## config.mk

```make
export PLATFORM = sky130hd
export DESIGN_NAME = bitmap_index_encoder
export DESIGN_NICKNAME = d
export VERILOG_FILES = /design/src/rtl/encoder_pkg.sv /design/src/rtl/lsb_priority_enc.sv /design/src/rtl/bitmap_index_encoder.sv
export SDC_FILE = /design/constraint.sdc
export NUM_CORES = 1
export LEC_CHECK = 0
export CELL_PAD_IN_SITES_DETAIL_PLACEMENT = 1
export CELL_PAD_IN_SITES_GLOBAL_PLACEMENT = 2
export CORE_MARGIN = 1.5
export CORE_UTILIZATION = 32
export DETAILED_ROUTE_END_ITERATION = 10
export PLACE_DENSITY = 0.84
export SETUP_SLACK_MARGIN = 0.2
export SLEW_MARGIN = 20
export SYNTH_ARGS = -nofsm -noshare
export SYNTH_HDL_FRONTEND = slang
export SYNTH_SLANG_ARGS = --single-unit
```

## constraint.sdc

```tcl
create_clock -name clk -period 4.8 [get_ports clk]
set_clock_uncertainty 0.1 [all_clocks]
set_input_delay 0.96 -clock clk [delete_from_list [all_inputs] [get_ports clk]]
set_output_delay 0.96 -clock clk [all_outputs]
set_load 0.03 [all_outputs]
```

## src/rtl/encoder_pkg.sv

```systemverilog
// Shared types and sizing helpers for bitmap_index_encoder and its priority encoder.
package encoder_pkg;

  typedef enum logic {
    IDLE  = 1'b0,
    DRAIN = 1'b1
  } state_t;

  localparam int DEFAULT_WIDTH = 32;

  // Index width for a given bitmap width; never below one bit.
  function automatic int idx_width(input int width);
    return (width < 2) ? 1 : $clog2(width);
  endfunction

endpackage

```

## src/rtl/lsb_priority_enc.sv

```systemverilog
// Combinational lowest-set-bit encoder: index of the lowest set bit of vec,
// plus a flag that is high when vec has exactly one bit set.
module lsb_priority_enc #(
  parameter int WIDTH = 32,
  parameter int IDX_W = 5
) (
  input  logic [WIDTH-1:0] vec,
  output logic [IDX_W-1:0] idx,
  output logic             single
);

  logic [WIDTH-1:0] lowest;

  // Two's-complement trick isolates the lowest set bit as a one-hot vector.
  assign lowest = vec & (~vec + WIDTH'(1));

  // Each index bit is the OR of the one-hot positions whose index has that bit set.
  for (genvar gi = 0; gi < IDX_W; gi++) begin : g_bit
    logic [WIDTH-1:0] sel;
    for (genvar gj = 0; gj < WIDTH; gj++) begin : g_sel
      assign sel[gj] = ((gj >> gi) & 1) != 0;
    end
    assign idx[gi] = |(lowest & sel);
  end

  assign single = (vec != '0) && ((vec & (vec - WIDTH'(1))) == '0);

endmodule

```

## src/rtl/bitmap_index_encoder.sv

```systemverilog
// Drains a bitmap into a stream of set-bit indices, lowest first, with valid/ready on both sides.
// Define ENCODER_ZERO_BEAT_EN to emit one flagged beat (out_zero) for an all-zero bitmap.
module bitmap_index_encoder
  import encoder_pkg::*;
#(
  parameter int WIDTH = DEFAULT_WIDTH,
  parameter int IDX_W = idx_width(WIDTH)
) (
  input  logic             clk,
  input  logic             resetn,
  input  logic             in_valid,
  output logic             in_ready,
  input  logic [WIDTH-1:0] in_vec,
  output logic             out_valid,
  input  logic             out_ready,
  output logic [IDX_W-1:0] out_idx,
  output logic             out_last,
  output logic [IDX_W-1:0] out_seq
`ifdef ENCODER_ZERO_BEAT_EN
  ,
  output logic             out_zero
`endif
);

  state_t           state;
  logic [WIDTH-1:0] pend;
  logic [IDX_W-1:0] seq;
  logic [IDX_W-1:0] low_idx;
  logic             single;

  lsb_priority_enc #(
    .WIDTH(WIDTH),
    .IDX_W(IDX_W)
  ) u_enc (
    .vec   (pend),
    .idx   (low_idx),
    .single(single)
  );

  // in_ready is held low for the whole time reset is asserted.
  assign in_ready  = resetn && (state == IDLE);
  assign out_valid = (state == DRAIN);
  assign out_idx   = low_idx;
  assign out_seq   = seq;

`ifdef ENCODER_ZERO_BEAT_EN
  logic zero_beat;

  assign out_last = single | zero_beat;
  assign out_zero = zero_beat;
`else
  assign out_last = single;
`endif

  always_ff @(posedge clk) begin
    if (!resetn) begin
      state <= IDLE;
      pend  <= '0;
      seq   <= '0;
`ifdef ENCODER_ZERO_BEAT_EN
      zero_beat <= 1'b0;
`endif
    end else begin
      case (state)
        IDLE: begin
          if (in_valid) begin
            pend <= in_vec;
            seq  <= '0;
            if (in_vec != '0) begin
              state <= DRAIN;
            end
`ifdef ENCODER_ZERO_BEAT_EN
            else begin
              state     <= DRAIN;
              zero_beat <= 1'b1;
            end
`endif
          end
        end
        DRAIN: begin
          if (out_ready) begin
            // Clearing the lowest set bit is exactly clearing the bit at out_idx.
            pend <= pend & (pend - WIDTH'(1));
            seq  <= seq + IDX_W'(1);
            if (out_last) begin
              state <= IDLE;
`ifdef ENCODER_ZERO_BEAT_EN
              zero_beat <= 1'b0;
`endif
            end
          end
        end
      endcase
    end
  end

endmodule
```

# Word level (Yosys, flattened, before mapping)
# Index checks and enable logic that the tools add are counted.
word_totals:
  register_bits: 38
  latch_bits: 0
  ram_bits: 0
  romBits: 0
  input_bits: 36
  output_inout_bits: 13
  wordCells: 34
  n_memories: 0
op_classes:
  n_addsub: 3
  multipliers: 0
  n_div: 0
  order_cmp: 0
  eq_ne: 2
  shift: 0
  mux: 11
  bitwise: 4
  reduce_logical: 11
op_table:
  columns: ["operator", "n"]
  rows:
  - ["$reduce_or 16->1", 5]
  - ["$and 32x32->32", 2]
  - ["$mux 32", 2]
  - ["$pmux 32 s2", 1]
  - ["$reduce_bool 32->1", 2]
  - ["$add 32x1->32 const B", 1]
  - ["$logic_not 32->1", 1]
  - ["$not 32->32", 1]
  - ["$sub 32x1->32 const B", 1]
  - ["$mux 5", 2]
  - ["$pmux 5 s2", 1]
  - ["$add 5x1->5 const B", 1]
  - ["$mux 1", 4]
  - ["$ne 2x2->1 const B", 2]
  - ["$logic_and 1x1->1", 2]
  - ["$pmux 1 s2", 1]
  - ["$reduce_and 2->1", 1]
  - ["$not 1->1", 1]

# Logic depth before layout (Yosys ltp)
# Gate-level depths: netlist of the first run.
depth:
  word_depth: 7
  mapped_depth: 8
  ltp_nobuf: 6

# Modules after synthesis
# From an unflattened synthesis of the first run, not the netlist that was laid out.
unflattened:
  hier_cells: 347
  area_unflattened_um2: 2688.8
by_module_without_submodules:
  columns: ["module", "n_inst", "cells_each", "area_per_inst_um2", "seq_area_each_um2"]
  rows:
  - ["bitmap_index_encoder", 1, 219, 1829.3, 760.7]
  - ["lsb_priority_enc", 1, 128, 859.6, 0.0]

# Least setup slack after synthesis of the first run
# OpenSTA, ideal clock, no wires.
synth_path:
  path_type: "register -> output"
  startpoint: "register pend[0]"
  endpoint: "output out_last"
  arrival_time_ns: 2.617
  t_required_ns: 3.740
  slack_ns: 1.123
  stages_incl_launch_ff: 8
  n_path_buf: 1
  cell_sequence: "dfxtp_1 -> buf_6 -> nor4_4 -> nand2_2 -> or4_4 -> a221oi_2 -> o2111ai_1 -> nor4b_2"
synth_between:
  elab_chain_len: 4
  word_cells_on_any_way: 5
  cone_classes: "1 x add/sub; 1 x bitwise; 3 x reduce/logical"
synth_rtl:
  columns: ["item", "line_no", "source"]
  rows:
  - ["from (decl)", "bitmap_index_encoder.sv:26", "logic [WIDTH-1:0] pend;"]
  - ["from (signal assigned)", "bitmap_index_encoder.sv:67", "pend <= in_vec;"]
  - ["from (signal assigned)", "bitmap_index_encoder.sv:83", "pend <= pend & (pend - WIDTH'(1));"]
  - ["$sub 32x1->32", "lsb_priority_enc.sv:26", "assign single = (vec != '0) && ((vec & (vec - WIDTH'(1))) == '0);"]
  - ["$and 32x32->32", "lsb_priority_enc.sv:26", null]
  - ["$logic_not 32->1", "lsb_priority_enc.sv:26", null]
  - ["$logic_and 1x1->1 *", "lsb_priority_enc.sv:26", null]
  - ["to (decl)", "bitmap_index_encoder.sv:17", "output logic out_last,"]
# Every way passes the cells marked *; elsewhere a longest branch is shown, timed or not.

# Worst setup path in the final report of the first run
layout_path:
  startpoint: "register pend[10]"
  endpoint: "output out_idx[0]"
layout_between:
  elab_chain_len: 4
layout_rtl:
  columns: ["item", "line_no", "source"]
  rows:
  - ["$not 32->32", "lsb_priority_enc.sv:15", "assign lowest = vec & (~vec + WIDTH'(1));"]
  - ["$add 32x1->32", "lsb_priority_enc.sv:15", null]
  - ["$and 32x32->32", "lsb_priority_enc.sv:15", null]
  - ["$reduce_or 16->1", "lsb_priority_enc.sv:23", "assign idx[gi] = |(lowest & sel);"]
  - ["to (decl)", "bitmap_index_encoder.sv:16", "output logic [IDX_W-1:0] out_idx,"]
# Every way passes these cells.

==> flow_metrics.env, run 1 <==
export IMPL_htree_num_levels=2
export IMPL_synth_distinct_cells=65
export IMPL_ant_nets=0
export IMPL_crit_path_frequent_cell="or3_1"
export IMPL_post_route_period_util=0.916
export IMPL_synth_main_ff_cell="dfxtp_1"
export IMPL_syn_to_final_growth_pct=25.2
export IMPL_vias=3315
export IMPL_synth_edff_count=0
export IMPL_path_clk_slew_ns=0.10
export IMPL_drt_wirelength_per_cell_um=21.5
export IMPL_cts_tree="yes"
export IMPL_p_comb_frac=0.357
export IMPL_crit_family="simple AND/OR/NAND/NOR gates"
export IMPL_ys_ff_latch=38
export IMPL_pin_count=49
export IMPL_syn_area_mm2=0.00286
export IMPL_rows=34
export IMPL_hpwl_um=8800
export IMPL_die_y_um=97.5
export IMPL_final_setup_tns_ns=0
export IMPL_final_setup_viol_count=0
export IMPL_power_frac_seq=0.335
export IMPL_critPathBufInv=1
export IMPL_rsz0062_at_grt="no"
export IMPL_cts_num_sinks=38
export IMPL_post_route_min_period_ns=4.39
export IMPL_overflow=0
export IMPL_vdd_ir_drop_max_v=0.000110
export IMPL_fin_area_mm2=0.00358
export IMPL_hold_class="flop to flop"
export IMPL_cp_required_ns=3.74
export IMPL_slowest_stage="clkdlybuf4s50_1"
export IMPL_grt_pass1_vias=3319
export IMPL_layout_nets=469
export IMPL_grt_pass1_wl_um=18500
export IMPL_synthMostInstantiatedCell="nand2_1"
export IMPL_critPathLaunchType="flop"
export IMPL_initial_utilization=0.329
export IMPL_drv_slew=0
export IMPL_crit_type="flop to primary output"
export IMPL_dp_cells=531
export IMPL_root_buffer="clkbuf_8"
export IMPL_globalplace_congestion=0.953
export IMPL_post_route_drc_count=0
export IMPL_placed_area_mm2=0.00341
export IMPL_cts_buffers=5
export IMPL_synth_top_area_cell="dfxtp_1"
export IMPL_cp_arrival_ns=3.33
export IMPL_swShare=0.377
export IMPL_cp_end_kind="primary output"
export IMPL_synthArstFlopShare=0
export IMPL_core_area_mm2=0.00868
export IMPL_status="finished clean"
export IMPL_worst_pin_slew_ns=1.06
export IMPL_chipWidth_um=97.5
export IMPL_clkLatencyLatePin_ns=0.30
export IMPL_dr_pass1_iters=5
export IMPL_syn_num_nets=434
export IMPL_dr_first_iter_drc_count=305
export IMPL_power_leakage_nw=1.24
export IMPL_yosysSeqAreaShare=0.266
export IMPL_ys_top_cells_by_area="dfxtp_1, a21boi_0, nand2_1"
export IMPL_synth_top_area_frac=0.266
export IMPL_hold_viol=0
export IMPL_portBuffers=48
export IMPL_power_switching_mw=0.426
export IMPL_stdcell_count=541
export IMPL_grt_max_degree=39
export IMPL_p_int_mw=0.704
export IMPL_viasPerCell=6.13
export IMPL_drv_cap=0
export IMPL_netlist_instances=397
export IMPL_postSynthAreaPerCell_um2=7.20
export IMPL_die_area_mm2=0.00951
export IMPL_path_cells="or3_1, or3_1, nor3_1, a22o_1, a2111oi_0, nand4_1, clkdlybuf4s50_1"
export IMPL_grt_antenna_before_repair=0
export IMPL_drive_above_1_share=0.0947
export IMPL_p_per_area_mw_per_mm2=316
export IMPL_slew_limit_headroom=0.290
export IMPL_critical_path_max_stage_delay_ns=0.68
export IMPL_n_antenna_cell=0
export IMPL_clockPowerShare=0.308
export IMPL_max_clock_path_buffers=2
export IMPL_grt_usage=0.245
export IMPL_max_freq_ghz=0.228
export IMPL_crit_fanout=11
export IMPL_synthTopCellsByCount="nand2_1, dfxtp_1, o21ai_0, a21oi_1, nor2_1"
export IMPL_yosysWarnings=0
export IMPL_wl_um=11600
[cell usage in the layout, fill, tap and decap left out, types with 2 or more instances in the layout]
cell	n
nor3b_1	2
nor4_1	18
nor3_2	3
nand3_1	8
o21ai_0	32
nor3_1	16
o21a_1	2
a21oi_1	28
nor2_1	27
o221ai_1	2
a221oi_2	2
nand4_1	9
a22oi_1	10
clkbuf_8	5
or2_2	4
nor2b_1	12
o211ai_1	3
a22o_1	2
a41o_1	2
o41ai_1	2
a221oi_1	2
a21boi_0	25
bufinv_16	2
or3_1	8
dfxtp_1	38
clkdlybuf4s50_1	47
o2111ai_1	3
buf_4	11
o311ai_0	2
o31ai_1	3
a31oi_1	4
a211oi_1	2
inv_1	14
a21o_1	3
nand2_1	43
a2111oi_0	4
[worst register-to-register path, cell delays in order, from the launching register on]
cell and delay [ns]:
dfxtp_1 0.40, nor4_2 0.47, nand3_2 0.22, buf_4 0.24
o41ai_1 0.40, o221ai_1 0.26, a2111oi_0 0.51, a41oi_1 0.19
[flip-flops by register name (all words and copies together), names as in the netlist]
| signal | flops |
|---|---|
| out_valid | 1 |
| out_seq | 5 |
| pend | 32 |
[metal layers]
metal  vias up  part of all wire  wire length (um)  track usage
li1       1574                 -                 -            -
met1      1622              0.48              5560        0.351
met2       109              0.46              5350        0.397
met3        10             0.051               587       0.0295
met4         0             0.011               125       0.0418
met5         -                 0                 0            0
[power groups by stage]
stage / logic (mW) / clock network (mW) / registers, mW
after global routing: 0.437 / 0.365 / 0.383
after CTS: 0.401 / 0.354 / 0.377
after floorplan: 0.262 / 0 / 0.360
after detailed placement: 0.394 / 0 / 0.384
after global placement: 0.395 / 0 / 0.383
final: 0.404 / 0.348 / 0.379
[final timing paths]
check	from	end	slack, ns	cells past startpoint
max	pend[10]$_SDFFE_PN0P_	out_idx[0]	0.41	7
min	out_seq[4]$_SDFFE_PN0P_	out_seq[4]$_SDFFE_PN0P_	0.39	2
max reg2reg	pend[6]$_SDFFE_PN0P_	out_valid$_SDFF_PN0_	1.88	7
min reg2reg	out_seq[4]$_SDFFE_PN0P_	out_seq[4]$_SDFFE_PN0P_	0.39	2
[stage by stage]
step / total power, mW / setup slack (ns) / util / hold slack (ns)
floorplan: 0.622 / 1.12 / - / 0.381
global placement: 0.778 / 0.539 / 0.393 / 0.375
detailed placement: 0.778 / 0.460 / 0.393 / 0.382
CTS: 1.13 / 0.211 / 0.411 / 0.398
global route: 1.18 / 0.260 / 0.412 / 0.444
finish: 1.13 / 0.405 / 0.412 / 0.393
[area by class of cell]
class | count | area (um2)
Fill cell | 1111 | 5100
Sequential cell | 38 | 761
Clock inverter | 3 | 68.8
Tap cell | 108 | 135
Timing Repair Buffer | 59 | 566
Multi-Input combinational cell | 314 | 1930
Clock buffer | 5 | 68.8
Inverter | 14 | 52.6
[cell families (layout without fill, tap and decap cells)]
kind of cell | count (synthesis) | in the layout | synth area share
flip-flops | 38 | 38 | 0.266
buffers and inverters | 45 | 81 | 0.0652
AND/OR/NAND/NOR | 168 | 168 | 0.318
adder cells (fa/ha/maj) | 1 | 1 | 0.00438
AO/OA/AOI/OAI | 145 | 145 | 0.347
[repair_timing]
item / CTS / global route
hold endpoints to repair: 0 / 0
setup buffers: 2 / 0
resized for setup: 1 / 3
endpoints found under the setup margin: 1 / 1
pin swaps: 1 / 0
hold buffers: 0 / 0
Note: power is estimated with default switching activity, not from simulation.
==> run 2, diff against run 1 <==
Settings changed: CELL_PAD_IN_SITES_DETAIL_PLACEMENT 1 to 0, CELL_PAD_IN_SITES_GLOBAL_PLACEMENT 2 to 1, CORE_MARGIN 1.5 to 3, CORE_UTILIZATION 32 to 38, PLACE_DENSITY 0.84 to 0.79.
==> flow_metrics.env, run 2 (synthesized netlist as in run 1, its figures left out) <==
export IMPL_max_clock_path_buffers=2
export IMPL_crit_path_frequent_cell="buf_4"
export IMPL_path_clk_slew_ns=0.08
export IMPL_p_total_mw=1.02
export IMPL_final_setup_tns_ns=0
export IMPL_chipWidth_um=92.7
export IMPL_hpwl_um=8190
export IMPL_hold_viol=0
export IMPL_nFillCells=752
export IMPL_initial_utilization=0.405
export IMPL_p_int_mw=0.615
export IMPL_final_setup_viol_count=0
export IMPL_path_cells="nor4_4, buf_4, nand3_2, buf_4, nor3_1, buf_4, a222oi_1, nor3b_1, o2111ai_1, clkdlybuf4s50_1"
export IMPL_core_area_mm2=0.00706
export IMPL_power_leakage_nw=1.24
export IMPL_postCtsHoldBufs=0
export IMPL_power_frac_seq=0.369
export IMPL_ant_nets=0
export IMPL_power_switching_mw=0.408
export IMPL_root_buffer="clkbuf_8"
export IMPL_vias=3358
export IMPL_drt_wirelength_per_cell_um=20.4
export IMPL_worst_pin_slew_ns=0.866
export IMPL_utilization=0.503
export IMPL_critical_path_max_stage_delay_ns=0.64
export IMPL_cts_num_sinks=38
export IMPL_dr_first_iter_drc_count=336
export IMPL_swShare=0.399
export IMPL_slew_limit_headroom=0.421
export IMPL_largest_reg_flops=32
export IMPL_overflow=0
export IMPL_layout_nets=473
export IMPL_grt_pass1_wl_um=17000
export IMPL_cp_required_ns=3.74
export IMPL_rsz0062_at_grt="no"
export IMPL_clockPowerShare=0.238
export IMPL_vdd_ir_drop_max_v=0.000125
export IMPL_globalplace_congestion=0.983
export IMPL_cp_arrival_ns=3.25
export IMPL_die_area_mm2=0.00860
export IMPL_portBuffers=48
export IMPL_final_common_cell="clkdlybuf4s50_1"
export IMPL_post_route_drc_count=0
export IMPL_syn_to_final_growth_pct=24.2
export IMPL_grt_max_degree=39
export IMPL_slowest_stage="clkdlybuf4s50_1"
export IMPL_critPathBufInv=4
export IMPL_status="finished clean"
export IMPL_crit_fanout=11
export IMPL_clkLatencyLatePin_ns=0.30
export IMPL_viasPerCell=6.30
export IMPL_pin_count=49
export IMPL_drv_cap=0
export IMPL_max_freq_ghz=0.232
export IMPL_cts_tree="yes"
export IMPL_hold_class="flop to flop"
export IMPL_grt_pass1_vias=3080
export IMPL_multiInputGateArea_mm2=0.00193
export IMPL_post_route_period_util=0.898
export IMPL_die_y_um=92.7
export IMPL_top_register="pend"
export IMPL_post_route_min_period_ns=4.31
export IMPL_seqCellArea_um2=761
export IMPL_wl_um=10900
export IMPL_grt_antenna_before_repair=0
export IMPL_n_antenna_cell=0
export IMPL_p_per_area_mw_per_mm2=288
export IMPL_p_comb_frac=0.394
export IMPL_drive_above_1_share=0.103
export IMPL_cp_end_kind="primary output"
export IMPL_dr_pass1_iters=5
export IMPL_grt_usage=0.252
export IMPL_crit_family="buffers and inverters"
export IMPL_critPathLaunchType="flop"
export IMPL_timing_hold_ws_ns=0.408
export IMPL_drv_slew=0
export IMPL_cts_buffers=5
export IMPL_rows=30
export IMPL_final_cell_mix="clkdlybuf4s50_1, nand2_1, dfxtp_1, o21ai_0, a21oi_1"
export IMPL_htree_num_levels=2
export IMPL_crit_type="flop to primary output"
-- run 2: worst paths after layout --
kind	endpoint	depth (start not counted)	from	slack (ns)
max	out_idx[3]	10	pend[0]$_SDFFE_PN0P_	0.49
min	out_seq[4]$_SDFFE_PN0P_	2	out_seq[4]$_SDFFE_PN0P_	0.41
max reg2reg	pend[23]$_SDFFE_PN0P_	6	out_valid$_SDFF_PN0_	1.95
min reg2reg	out_seq[4]$_SDFFE_PN0P_	2	out_seq[4]$_SDFFE_PN0P_	0.41
-- run 2: layer usage --
metal  up-vias  track usage  share of wire
met1      1603        0.355           0.46
met5         -            0              0
met4         0       0.0855          0.024
li1       1582            -              -
met2       152        0.378           0.44
met3        21       0.0544          0.078
-- run 2: through the flow --
| step | setup slack [ns] | cell area [um2] | std cells |
|---|---|---|---|
| floorplan | 1.12 | 2860 | 397 |
| global placement | 0.634 | 3430 | 523 |
| detailed placement | 0.538 | 3430 | 523 |
| CTS | 0.213 | 3520 | 531 |
| global route | 0.294 | 3550 | 533 |
| finish | 0.492 | 3550 | 533 |
-- run 2: what timing repair did --
| item | 4_1_cts | 5_1_grt |
|---|---|---|
| resized for setup | 0 | 4 |
| setup buffers | 0 | 2 |
| endpoints found under the hold margin | 0 | 0 |
| endpoints found under the setup margin | 1 | 1 |
| pin swaps | 1 | 1 |
-- run 2: worst min-delay path, delay by kind of cell (launching register included) --
kind | cells | cell delay (ns)
compound gates | 1 | 0.07
simple gates | 1 | 0.07
flops | 1 | 0.33
-- run 2: layout make-up --
class	count	share of cell area
Tap cell	96	0.0338
Clock buffer	6	0.0232
Timing Repair Buffer	63	0.168
Inverter	14	0.0148
Sequential cell	38	0.214
Multi-Input combinational cell	314	0.543
Clock inverter	2	0.00352
-- run 2: power groups by stage --
| stage | Combinational, mW | Sequential [mW] | Clock (mW) |
|---|---|---|---|
| 5_1_grt | 0.436 | 0.379 | 0.262 |
| 4_1_cts | 0.393 | 0.374 | 0.250 |
| 2_1_floorplan | 0.262 | 0.360 | 0 |
| 3_5_place_dp | 0.391 | 0.382 | 0 |
| 6_report | 0.403 | 0.377 | 0.244 |
| 3_3_place_gp | 0.398 | 0.382 | 0 |
